`src/rtl/synth_cmd_controller.sv`:
```
// UART command parser for the synth voice: decodes 4-byte frames
// (SYNC, CMD, DATA, CHK) into ADSR registers, note strobes and a gate level.
// Bad checksums, unknown commands, out-of-range notes and inter-byte timeouts
// are rejected and counted.
module synth_cmd_controller #(
    parameter int unsigned TIMEOUT_CYCLES = 250000
) (
    input  logic       clk,
    input  logic       rst_n,
    input  logic [7:0] rx_data,
    input  logic       rx_valid,
    output logic [7:0] attack_time,
    output logic [7:0] decay_time,
    output logic [7:0] sustain_level,
    output logic [7:0] release_time,
    output logic [5:0] freq_select,
    output logic       note_on,
    output logic       note_off,
    output logic       gate,
    output logic       busy,
    output logic       err_pulse,
    output logic [7:0] err_count
);

    localparam int unsigned CntW = (TIMEOUT_CYCLES > 1) ? $clog2(TIMEOUT_CYCLES + 1) : 1;
    localparam logic [CntW-1:0] CntLast = CntW'(TIMEOUT_CYCLES - 1);

    localparam logic [7:0] SyncByte  = 8'hA5;
    localparam logic [7:0] CmdAttack = 8'h01;
    localparam logic [7:0] CmdDecay  = 8'h02;
    localparam logic [7:0] CmdSus    = 8'h03;
    localparam logic [7:0] CmdRel    = 8'h04;
    localparam logic [7:0] CmdNoteOn = 8'h10;
    localparam logic [7:0] CmdNoteOf = 8'h11;

    typedef enum logic [1:0] {StIdle, StCmd, StData, StChk} state_e;

    state_e          state_q, state_d;
    logic [CntW-1:0] cnt_q, cnt_d;
    logic [7:0]      cmd_q, cmd_d;
    logic [7:0]      data_q, data_d;
    logic [7:0]      attack_q, attack_d;
    logic [7:0]      decay_q, decay_d;
    logic [7:0]      sustain_q, sustain_d;
    logic [7:0]      release_q, release_d;
    logic [5:0]      freq_q, freq_d;
    logic            gate_q, gate_d;
    logic            note_on_q, note_on_d;
    logic            note_off_q, note_off_d;
    logic            err_pulse_q, err_pulse_d;
    logic [7:0]      err_count_q, err_count_d;
    logic            cmd_legal;
    logic            reject;

    // Command legality; note-on is only legal for the 48 supported notes.
    always_comb begin
        cmd_legal = 1'b0;
        case (cmd_q)
            CmdAttack, CmdDecay, CmdSus, CmdRel, CmdNoteOf: cmd_legal = 1'b1;
            CmdNoteOn: cmd_legal = (data_q <= 8'd47);
            default:   cmd_legal = 1'b0;
        endcase
    end

    // Frame FSM, inter-byte timeout, commit and reject handling.
    always_comb begin
        state_d     = state_q;
        cnt_d       = cnt_q;
        cmd_d       = cmd_q;
        data_d      = data_q;
        attack_d    = attack_q;
        decay_d     = decay_q;
        sustain_d   = sustain_q;
        release_d   = release_q;
        freq_d      = freq_q;
        gate_d      = gate_q;
        note_on_d   = 1'b0;
        note_off_d  = 1'b0;
        err_pulse_d = 1'b0;
        err_count_d = err_count_q;
        reject      = 1'b0;

        if (state_q == StIdle) begin
            cnt_d = '0;
            if (rx_valid && rx_data == SyncByte) begin
                state_d = StCmd;
            end
        end else if (rx_valid) begin
            // A byte on the timeout cycle wins over the timeout.
            cnt_d = '0;
            unique case (state_q)
                StCmd: begin
                    cmd_d   = rx_data;
                    state_d = StData;
                end
                StData: begin
                    data_d  = rx_data;
                    state_d = StChk;
                end
                StChk: begin
                    state_d = StIdle;
                    if (cmd_legal && rx_data == (cmd_q ^ data_q)) begin
                        case (cmd_q)
                            CmdAttack: attack_d  = data_q;
                            CmdDecay:  decay_d   = data_q;
                            CmdSus:    sustain_d = data_q;
                            CmdRel:    release_d = data_q;
                            CmdNoteOn: begin
                                freq_d    = data_q[5:0];
                                gate_d    = 1'b1;
                                note_on_d = 1'b1;
                            end
                            CmdNoteOf: begin
                                if (gate_q) begin
                                    gate_d     = 1'b0;
                                    note_off_d = 1'b1;
                                end
                            end
                            default: ;
                        endcase
                    end else begin
                        reject = 1'b1;
                    end
                end
                default: ;
            endcase
        end else if (cnt_q == CntLast) begin
            state_d = StIdle;
            cnt_d   = '0;
            reject  = 1'b1;
        end else begin
            cnt_d = cnt_q + CntW'(1);
        end

        if (reject) begin
            err_pulse_d = 1'b1;
            if (err_count_q != 8'hFF) begin
                err_count_d = err_count_q + 8'd1;
            end
        end
    end

    // State and output registers; reset drops any partial frame silently.
    always_ff @(posedge clk or negedge rst_n) begin
        if (!rst_n) begin
            state_q     <= StIdle;
            cnt_q       <= '0;
            cmd_q       <= '0;
            data_q      <= '0;
            attack_q    <= '0;
            decay_q     <= '0;
            sustain_q   <= '0;
            release_q   <= '0;
            freq_q      <= '0;
            gate_q      <= 1'b0;
            note_on_q   <= 1'b0;
            note_off_q  <= 1'b0;
            err_pulse_q <= 1'b0;
            err_count_q <= '0;
        end else begin
            state_q     <= state_d;
            cnt_q       <= cnt_d;
            cmd_q       <= cmd_d;
            data_q      <= data_d;
            attack_q    <= attack_d;
            decay_q     <= decay_d;
            sustain_q   <= sustain_d;
            release_q   <= release_d;
            freq_q      <= freq_d;
            gate_q      <= gate_d;
            note_on_q   <= note_on_d;
            note_off_q  <= note_off_d;
            err_pulse_q <= err_pulse_d;
            err_count_q <= err_count_d;
        end
    end

    assign attack_time   = attack_q;
    assign decay_time    = decay_q;
    assign sustain_level = sustain_q;
    assign release_time  = release_q;
    assign freq_select   = freq_q;
    assign gate          = gate_q;
    assign note_on       = note_on_q;
    assign note_off      = note_off_q;
    assign err_pulse     = err_pulse_q;
    assign err_count     = err_count_q;
    assign busy          = (state_q != StIdle);

endmodule

```
`config.mk`:
```
export PLATFORM = sky130hd
export DESIGN_NAME = synth_cmd_controller
export DESIGN_NICKNAME = d
export VERILOG_FILES = /design/src/rtl/synth_cmd_controller.sv
export SDC_FILE = /design/constraint.sdc
export NUM_CORES = 1
export LEC_CHECK = 0
export BUFFER_PORTS_ARGS = -buffer_cell sky130_fd_sc_hd__buf_2
export CORE_ASPECT_RATIO = 0.7
export CORE_UTILIZATION = 55
export DETAILED_ROUTE_END_ITERATION = 7
export GPL_ROUTABILITY_DRIVEN = 1
export GPL_TIMING_DRIVEN = 1
export PLACE_DENSITY = 0.79
export REMOVE_ABC_BUFFERS = 1
export SLEW_MARGIN = 20
export SYNTH_ARGS = -nofsm -noshare
export SYNTH_HDL_FRONTEND = slang
export SYNTH_SLANG_ARGS = --single-unit
export TNS_END_PERCENT = 20
```
`constraint.sdc`:
```
create_clock -name clk -period 4.5 [get_ports clk]
set_input_delay 0.675 -clock clk [delete_from_list [all_inputs] [get_ports clk]]
set_output_delay 0.675 -clock clk [all_outputs]
set_load 0.03 [all_outputs]
```
==> results by stage, run 1 <==
Cells and area:
- The total number of nets in the final design is ~370.
- Relative to the synthesized area, the layout overhead comes to 16.7%.
- The antenna diode instance count is 0.
- The fraction of the core area covered by cells at the end of the flow is roughly 70%.
- The fraction of layout instances using a drive strength above 1 is 35.7%.

Power and ir drop:
- Of the total power, the share spent switching nets is a little under a third.
- The worst ir drop on vdd is around 0.28 mV.
- The share of total power dissipated in combinational logic is about a fifth.
- The total power per unit cell area is roughly 460 mW/mm^2.
- The static leakage is 0.00229 uW.
- Cell internal power was estimated by the tool at 1430 uW.
- For this design the total switching power over the nets is 624 uW.
- The clock network fraction of total power is between 20% and 30%.
- Total power for the finished layout comes to 2060 uW.
- The proportion of power drawn by flip-flops and latches is between 40 and 50%.

Global route:
- For this run the aggregate overflow at the end of global routing stands at 0.
- The global router's overall resource usage is a little under a quarter.
- Entering global routing, the biggest net connects 87 pins.
- The peak-usage layer in the global routing report is met1.
- The first-pass GRT wire length is roughly 12 mm.
- For met2 alone, demand over resource in global routing was 32.0%.
- The number of global-route vias before repair came to about 2400.
- The global-route met3 utilization is about 6.3%.
- Global routing used a little over a third of the available met1 tracks.
- The number of antenna violations at the first check in global routing came to 0.

Place:
- The last weighted congestion value of the routability-driven placer is 0.850.
- The wire-length estimate of the detail-placed layout is 5.19 mm.
- The quantity of I/O buffers inserted on ports is 61.

Synth:
- The most frequent cell after synthesis is dfrtp_1.
- The share of the Yosys chip area taken by registers is 56.8%.
- The synthesized netlist devotes around a tenth of its cell area to XOR and XNOR gates.
- Counting flops with an async set or reset pin after synthesis yields a share of 100%.
- The post-synthesis cell type count is 37.
- Counting every instance in the synthesized netlist gives around 290.
- The compound-gate portion of the synthesized area is 2.28%.
- The mapped netlist covers approximately 0.0038 sq mm.
- In the synthesized netlist, the cells that appear most often are dfrtp_1 (86), mux2_2 (47), nor2_1 (26).
- Yosys mapped a number of flops with a built-in enable equal to 0.
- The mean instance size in the synthesized netlist is around 13 sq um.
- The number of warnings printed during yosys synthesis is 0.
- The register bit count reported by yosys is 86.
- Among all flip-flop cells after synthesis, the most frequent one is dfrtp_1.
- After synthesis, the share of cell area in mux cells is between 15 and 20%.
- Yosys attributes the largest share of cell area to dfrtp_1 (57%), mux2_2 (14%), xnor3_1 (4.8%).
- The area share of the leading cell type in the synthesized netlist is a little under three fifths.
- The area share of and/or/nand/nor cells after synthesis is about an eighth.
- By area, the combinational part of the netlist is dominated by multiplexers.
- The adder-cell area share of the yosys netlist is less than 1%.
- The leading area contributor after synthesis is dfrtp_1.

Critical path:
- The type of origin of the critical path is a flip-flop.
- The reg-to-reg critical path startpoint is cmd_q[3].
- The data arrival at the endpoint of the critical path is roughly 3.0 ns.
- In this run the worst setup path begins at cmd_q[3].
- The worst setup path is captured at a flip-flop.
- The peak fanout along the critical path is 8.
- The critical path in this run is classified as flip-flop to flip-flop.
- At the worst endpoint, the required time is between 4 and 5 ns.

Floorplan:
- During I/O placement, the number of pins put on the boundary was 62.
- The width of the chip is 101 um.
- The floorplan step defined a die boundary enclosing between 0.007 and 0.008 sq mm.
- For this configuration, the core starts out at a cell density of 59.0%.
- The number of placement rows is 24.
- The die is 71.5 um tall.
- In this run the standard cell core region covers between 0.006 and 0.007 sq mm.

Detailed routing:
- The first TritonRoute pass finished after 4 iterations.
- After detailed routing, the total wire length is roughly 7.6 mm.
- The count of nets left with antenna violations once routing finished came out at 0.
- After detailed routing, the number of remaining DRC violations is 0.
- Dividing the detail-routed via count by the number of cells gives roughly 5.5.
- The mean routed wirelength per cell is roughly 17 um.
- The vias after detailed routing is approximately 2500.
- The first routing iteration left ~120 violations.

STA:
- The part of the cycle the worst path needs is between 60% and 70%.
- Setup repair after global routing left no endpoint under its margin.
- The timing-limited maximum frequency is between 300 and 400 MHz.
- The number of setup violations in the final report is 0.
- Headroom to the max-slew limit came out at approximately half.
- The final count of pins violating max slew is 0.
- The minimum clock period after layout is approximately 2.8 ns.
- For the pin with the worst max-slew slack, the measured transition is about 0.77 ns.
- Clock skew on the completed layout was measured at approximately 0.016 ns.
- The hold violation total from the final report is 0.
- The final-layout setup total negative slack is 0 ns.
- Hold is met by roughly 0.36 ns.

Clock network:
- The number of setup buffers added after CTS is 0.
- The number of hold buffers added after CTS was 0.
- After clock tree synthesis, the clock-pin slew on the worst setup and hold paths is about 0.080 ns.
- Counting along the longest clock path gives a buffer depth of 2.
- Gates resized during post-CTS repair numbered 0.
- In this run the clock root is driven by a clkbuf_8.
- The TritonCTS buffer count is 9.
- TritonCTS built the clock tree.
- The clock latency on the worst-skew pair is 0.36 ns.
- The tree built by TritonCTS fans out to 86 sinks.
- The H-tree generated during clock tree synthesis spans 3 levels.

Hold path:
- In this run the worst hold path is classified as input pin to async pin.

Flow run:
- The number of maximum-capacitance constraint violations is 0.

Status:
- The flow ran to the end, and the final reports show no timing, DRC or antenna violations.
[through the flow]
stage,cells,setup WS (ns),area [sq um]
floorplan,281,2.03,3760
global placement,434,1.67,4190
detailed placement,434,1.59,4190
CTS,450,1.79,4420
global route,450,1.57,4420
finish,450,1.74,4420
[registers in the layout, indices dropped and copies added, names as in the netlist, 8 cells and up]
register / count
attack_time: 8
decay_time: 8
data_q: 8
release_time: 8
cnt_q: 18
err_count: 8
cmd_q: 8
sustain_level: 8
[power by group through the flow]
| stage | clock network [uW] | registers (uW) | logic, uW |
|---|---|---|---|
| 6_report | 609 | 1020 | 430 |
| 5_1_grt | 648 | 1040 | 465 |
| 4_1_cts | 620 | 1020 | 432 |
| 3_5_place_dp | 0 | 1030 | 429 |
| 3_3_place_gp | 0 | 1020 | 414 |
| 2_1_floorplan | 0 | 997 | 310 |
[cell usage in the layout, fill, tap and decap left out, types with 2 or more instances in the layout]
cell type / n
clkbuf_8: 10
mux2_2: 47
nor4b_1: 2
nor2_1: 26
dfrtp_1: 86
xnor3_1: 8
and3_1: 8
inv_1: 5
nor2b_1: 2
nand4_1: 5
ha_1: 2
nor4bb_1: 2
a31oi_1: 2
xor2_1: 15
nand2_1: 10
nand3_1: 17
or3_1: 2
nor4_1: 4
nor3b_1: 4
buf_2: 60
clkinvlp_4: 2
xnor2_1: 7
nor3_1: 3
bufinv_16: 2
nand3b_1: 2
mux2_1: 8
o21ai_0: 2
[worst max-delay path, stage by stage, from the launching register on]
cell      delay, ns
dfrtp_1        0.41
nor4_1         0.55
nand2_1        0.16
a2111o_1       0.42
nor3_2         0.22
and3b_1        0.50
mux2_2         0.39
[routing by layer]
metal  wire, um  vias to the layer above
met5          0                        -
met4        132                        0
met3        405                       12
met2       3190                       77
met1       3830                     1226
li1           -                     1160
[layout make-up]
| cell class | count | area (sq um) |
|---|---|---|
| sequential | 86 | 2150 |
| fill | 489 | 2000 |
| multi-input combinational | 190 | 1590 |
| timing repair buffer | 62 | 319 |
| clock buffer | 10 | 138 |
| tap | 91 | 114 |
| clock inverter | 6 | 92.6 |
| inverter | 5 | 18.8 |
[final timing paths]
check,endpoint,cells past startpoint,slack [ns]
max,decay_time[2],6,1.74
min,err_count[7],1,0.36
max reg2reg,decay_time[2],6,1.74
min reg2reg,cnt_q[0],1,0.47
max in group asynchronous,cnt_q[11],1,3.61
min in group clk,cnt_q[0],1,0.47
[cell families after synthesis]
group | after synthesis
XOR/XNOR | 30
AO/OA/AOI/OAI | 12
multiplexers | 55
buffers and inverters | 12
AND/OR/NAND/NOR | 91
adder cells (fa/ha/maj) | 2
flip-flops | 86
Note: power is estimated with default switching activity, not from simulation.
==> run 2: changes to the inputs <==
--- a/config.mk
+++ b/config.mk
@@ -5,13 +5,14 @@
 export SDC_FILE = /design/constraint.sdc
 export NUM_CORES = 1
 export LEC_CHECK = 0
+export ABC_AREA = 1
 export BUFFER_PORTS_ARGS = -buffer_cell sky130_fd_sc_hd__buf_2
 export CORE_ASPECT_RATIO = 0.7
 export CORE_UTILIZATION = 55
 export DETAILED_ROUTE_END_ITERATION = 7
 export GPL_ROUTABILITY_DRIVEN = 1
 export GPL_TIMING_DRIVEN = 1
-export PLACE_DENSITY = 0.79
+export PLACE_DENSITY = 0.78
 export REMOVE_ABC_BUFFERS = 1
 export SLEW_MARGIN = 20
 export SYNTH_ARGS = -nofsm -noshare
==> constraint.sdc (replaced) <==
create_clock -name clk -period 2.7 [get_ports clk]
set_input_delay 0.405 -clock clk [delete_from_list [all_inputs] [get_ports clk]]
set_output_delay 0.405 -clock clk [all_outputs]
set_load 0.03 [all_outputs]
==> run 2 against run 1 <==
  * Final cell count rose by 53%
  * Critical path depth rose by 4
  * Final area rose by 10%
  * Non-clock buffer count rose by 1
  * Synthesized cell count rose by 81%
  * Critical path type unchanged
==> results by stage, run 2 <==
Global route:
- The largest net degree at the start of global routing came to 49 (-44%).
- The global router's overall resource usage is 24.5% (+1.3 points).
- The first-pass GRT wire length is 14.9 mm (+20%).
- The number of global-route vias before repair is 3108 (+29%).
- The total congestion overflow after global routing is 0 (unchanged).
- The number of antenna violations at the first check in global routing was 0 (unchanged).

Critical path:
- The reg-to-reg critical path startpoint is cnt_q[0].
- The required time of the worst setup path is 2.91 ns (-1.83 ns).
- The endpoint identified for the worst register-to-register timing path is state_q[1].
- The type of origin of the critical path is a flip-flop.
- The register-to-register setup slack is 0.52 ns (-1.23 ns).
- The data arrival at the endpoint of the critical path was 2.39 ns (-0.61 ns).
- The delay of the slowest cell on the worst path is 0.43 ns (-0.12 ns).
- The cell with the largest stage delay on the worst path is dfrtp_1.
- The peak fanout along the critical path is 10 (+2).
- The number of cell instances on the worst register-to-register path is 10 (+4).
- The critical path capture point type is a flip-flop.
- The signal on the critical path passes through ha_1 -> nand2_1 -> nor2_1 -> inv_1 -> nor3_1 -> nand2_1 -> nand2_2 -> clkinv_1 -> a21oi_1 -> o21ai_0.
- By startpoint and endpoint, the worst setup path is classified as flip-flop to flip-flop.
- Among the stages of the critical path, the cell type that occurs most often is nand2_1.

Detailed routing:
- The mean routed wirelength per cell came to 13.3 um (-21%).
- The count of TritonRoute iterations in the first routing pass is 4 (unchanged).
- The vias after detailed routing was 3575 (+44%).
- The average vias per placed instance is 5.19 (-5.7%).
- The final wirelength was 9.18 mm (+21%).
- The remaining antenna violation count after routing is 0 (unchanged).
- The detailed router's first-iteration violation count is 239 (+110%).
- The DRC violation count after routing is 0 (unchanged).

Power and ir drop:
- The worst ir drop on vdd came to 0.311 mV (+11%).
- The total power per unit cell area is 529 mW/mm^2 (+14%).
- The static leakage was 0.00255 uW (+12%).

STA:
- The final-layout setup total negative slack is 0 ns (unchanged).
- The slew at the pin closest to its max-slew limit is 0.609 ns (-0.161 ns).
- The relative slew slack is 59.3% (+11 points).
- The worst hold-check slack is 0.00932 ns (-0.351 ns).
- The worst setup skew after layout was 0.00707 ns (-0.00846 ns).
- The minimum clock period after layout is 2.18 ns (-0.575 ns).
- The part of the cycle the worst path needs is 80.9% (+20 points).
- The hold violation total from the final report is 0 (unchanged).
- The final count of pins violating max slew is 0 (unchanged).
- The timing-limited maximum frequency came to 458 MHz (+26%).
- The number of setup violations in the final report is 0 (unchanged).
- Setup repair after global routing left no endpoint under its margin.

Clock network:
- The post-CTS setup repair buffer count is 0 (unchanged).
- The clock edge transition at the registers on the reported setup and hold paths is 0.08 ns (about the same).
- The clock tree from TritonCTS is done.
- The clock latency on the worst-skew pair is 0.36 ns (about the same).
- The TritonCTS buffer count is 9 (unchanged).
- The cell sitting at the root of the clock tree is a clkbuf_8.
- The number of buffers on the longest clock path came to 2 (unchanged).
- The count of instances resized after the clock tree is built is 0 (unchanged).
- The number of buffers inserted for hold repair after clock tree synthesis is 0 (unchanged).
- The count of H-tree levels built during CTS is 3 (unchanged).
- The number of clock sinks is 86 (unchanged).

Synth:
- The multiplexer share of the synthesized area was 0% (-16 points).
- The number of warnings printed during yosys synthesis is 0 (unchanged).
- After synthesis, the most frequently instantiated cells are nand2_1 (165), dfrtp_1 (86), inv_1 (54).
- The synthesized instance count is 520 (+81%).
- The adder-cell area share of the yosys netlist is 0.589% (-0.071 points).
- The share of synthesized area occupied by flip-flops and latches came to 50.7% (-6.1 points).
- The xor and xnor fraction of the mapped netlist area is 2.27% (-7.6 points).
- The mean instance size in the synthesized netlist is 8.17 sq um (-38%).
- The leading area contributor after synthesis is dfrtp_1.
- The fraction of synthesis flops using an asynchronous set or reset pin is 100% (unchanged).
- The register bit count reported by yosys came to 86 (unchanged).
- Yosys attributes the largest share of cell area to dfrtp_1 (51%), nand2_1 (15%), inv_1 (4.8%).
- The area share of and/or/nand/nor cells after synthesis is 29.7% (+17 points).
- The compound-gate portion of the synthesized area came to 9.01% (+6.7 points).
- The area share of the leading cell type in the synthesized netlist is 50.7% (-6.1 points).
- The area of the mapped netlist is 0.00425 sq mm (+12%).
- The post-synthesis cell type count is 29 (-22%).
- The most frequent cell after synthesis is nand2_1.
- For this run, the leading register cell type out of synthesis is dfrtp_1.
- The number of synthesized flops with an enable pin was 0 (unchanged).
- The main combinational cell family by area after synthesis is simple AND/OR/NAND/NOR gates.

Flow run:
- The number of maximum-capacitance constraint violations came to 0 (unchanged).

Place:
- The quantity of I/O buffers inserted on ports came to 61 (unchanged).
- The last weighted congestion value of the routability-driven placer is 0.972 (+14%).
- The HPWL reported at the end of detailed placement is 6.64 mm (+28%).

Floorplan:
- The number of placement rows was 26 (+8.3%).
- The core region area is 0.00738 sq mm (+15%).
- The width of the chip is 107 um (+5.8%).
- The number of top-level pins was 62 (unchanged).
- The die outline height is 75.5 um (+5.7%).
- The die area is 0.00808 sq mm (+12%).
- The initial core utilization was 57.5% (-1.5 points).

Cells and area:
- The number of filler cells placed in the layout was 626 (+28%).
- The total number of nets in the final design was 599 (+63%).
- More flip-flops sit in one register than any other, and that register is cnt_q.
- The antenna diode instance count is 0 (unchanged).
- The total area of multi-input combinational cells is 0.00177 sq mm (+11%).
- The flip-flop count of the largest register after layout is 18 (unchanged).
- In the layout the commonest cells are nand2_1 (165), dfrtp_1 (86), buf_2 (60).
- The flip-flop and latch area is 0.00215 sq mm (unchanged).
- The fraction of layout instances using a drive strength above 1 is 21.2% (-15 points).
- The area added between synthesis and finish is 14.9%.
- Leaving out fill and tap cells, the most frequent cell in the layout is nand2_1.

Status:
- The flow ran to the end, and the final reports show no timing, DRC or antenna violations.

Hold path:
- The worst hold path belongs to the class input pin to async pin.
[run 2: logic make-up after synthesis]
| kind of cell | count (synthesis) |
|---|---|
| flip-flops | 86 |
| adder cells (fa/ha/maj) | 2 |
| AO/OA/AOI/OAI | 64 |
| XOR/XNOR | 11 |
| AND/OR/NAND/NOR | 280 |
| buffers and inverters | 77 |
[run 2: worst max-delay path by stage]
stage / from / slack [ns] / to / cells after the start
2_1_floorplan: cmd_q[6] / 0.91 / freq_select[0] / 12
3_3_place_gp: rx_data[7] / 0.62 / freq_select[0] / 13
3_5_place_dp: rx_data[5] / 0.54 / freq_select[5] / 13
4_1_cts: cnt_q[0] / 0.53 / state_q[1] / 10
5_1_grt: cnt_q[0] / 0.23 / state_q[1] / 10
6_report: cnt_q[0] / 0.52 / state_q[1] / 10
[run 2: area by class of cell]
cell class	count	area share [%]
multi-input combinational	357	36.2
clock buffer	9	2.54
clock inverter	7	2.49
inverter	69	5.30
timing repair buffer	63	6.87
sequential	86	44.1
tap	98	2.51
[run 2: power breakdown]
group | internal [uW] | total [uW] | switching (uW) | leakage, uW
logic | 46.6 | 171 | 124 | 0.00128
clock network | 619 | 1090 | 475 | 0.000124
registers | 1300 | 1320 | 16.8 | 0.00115
total | 1970 | 2580 | 616 | 0.00255
[run 2: through the flow]
step | cell area, sq um | total power (uW) | utilization, % | instances | worst slack (ns)
after floorplan | 4180 | 1440 | - | 512 | 0.905
after global placement | 4640 | 1510 | 62.8 | 673 | 0.617
after detailed placement | 4640 | 1510 | 62.8 | 673 | 0.543
after CTS | 4880 | 2610 | 66.1 | 689 | 0.530
after global routing | 4880 | 2680 | 66.1 | 689 | 0.233
final | 4880 | 2580 | 66.1 | 689 | 0.517
[run 2: worst max-delay path, delay by kind of cell (launching register included)]
kind                       cells  cell delay, ns
and+or+nand+nor                5            0.71
AOI/OAI and AO/OA              2            0.29
adders and majority gates      1            0.21
buffers and inverters          2            0.39
DFF                            1            0.43
[run 2: metal layers]
metal	GRT usage (%)	vias to the layer above	share of wire, %
met5	0	-	0
met2	36.5	120	42
met4	8.83	0	1.7
met1	35.0	1644	49
met3	6.50	14	7.0
li1	-	1797	-
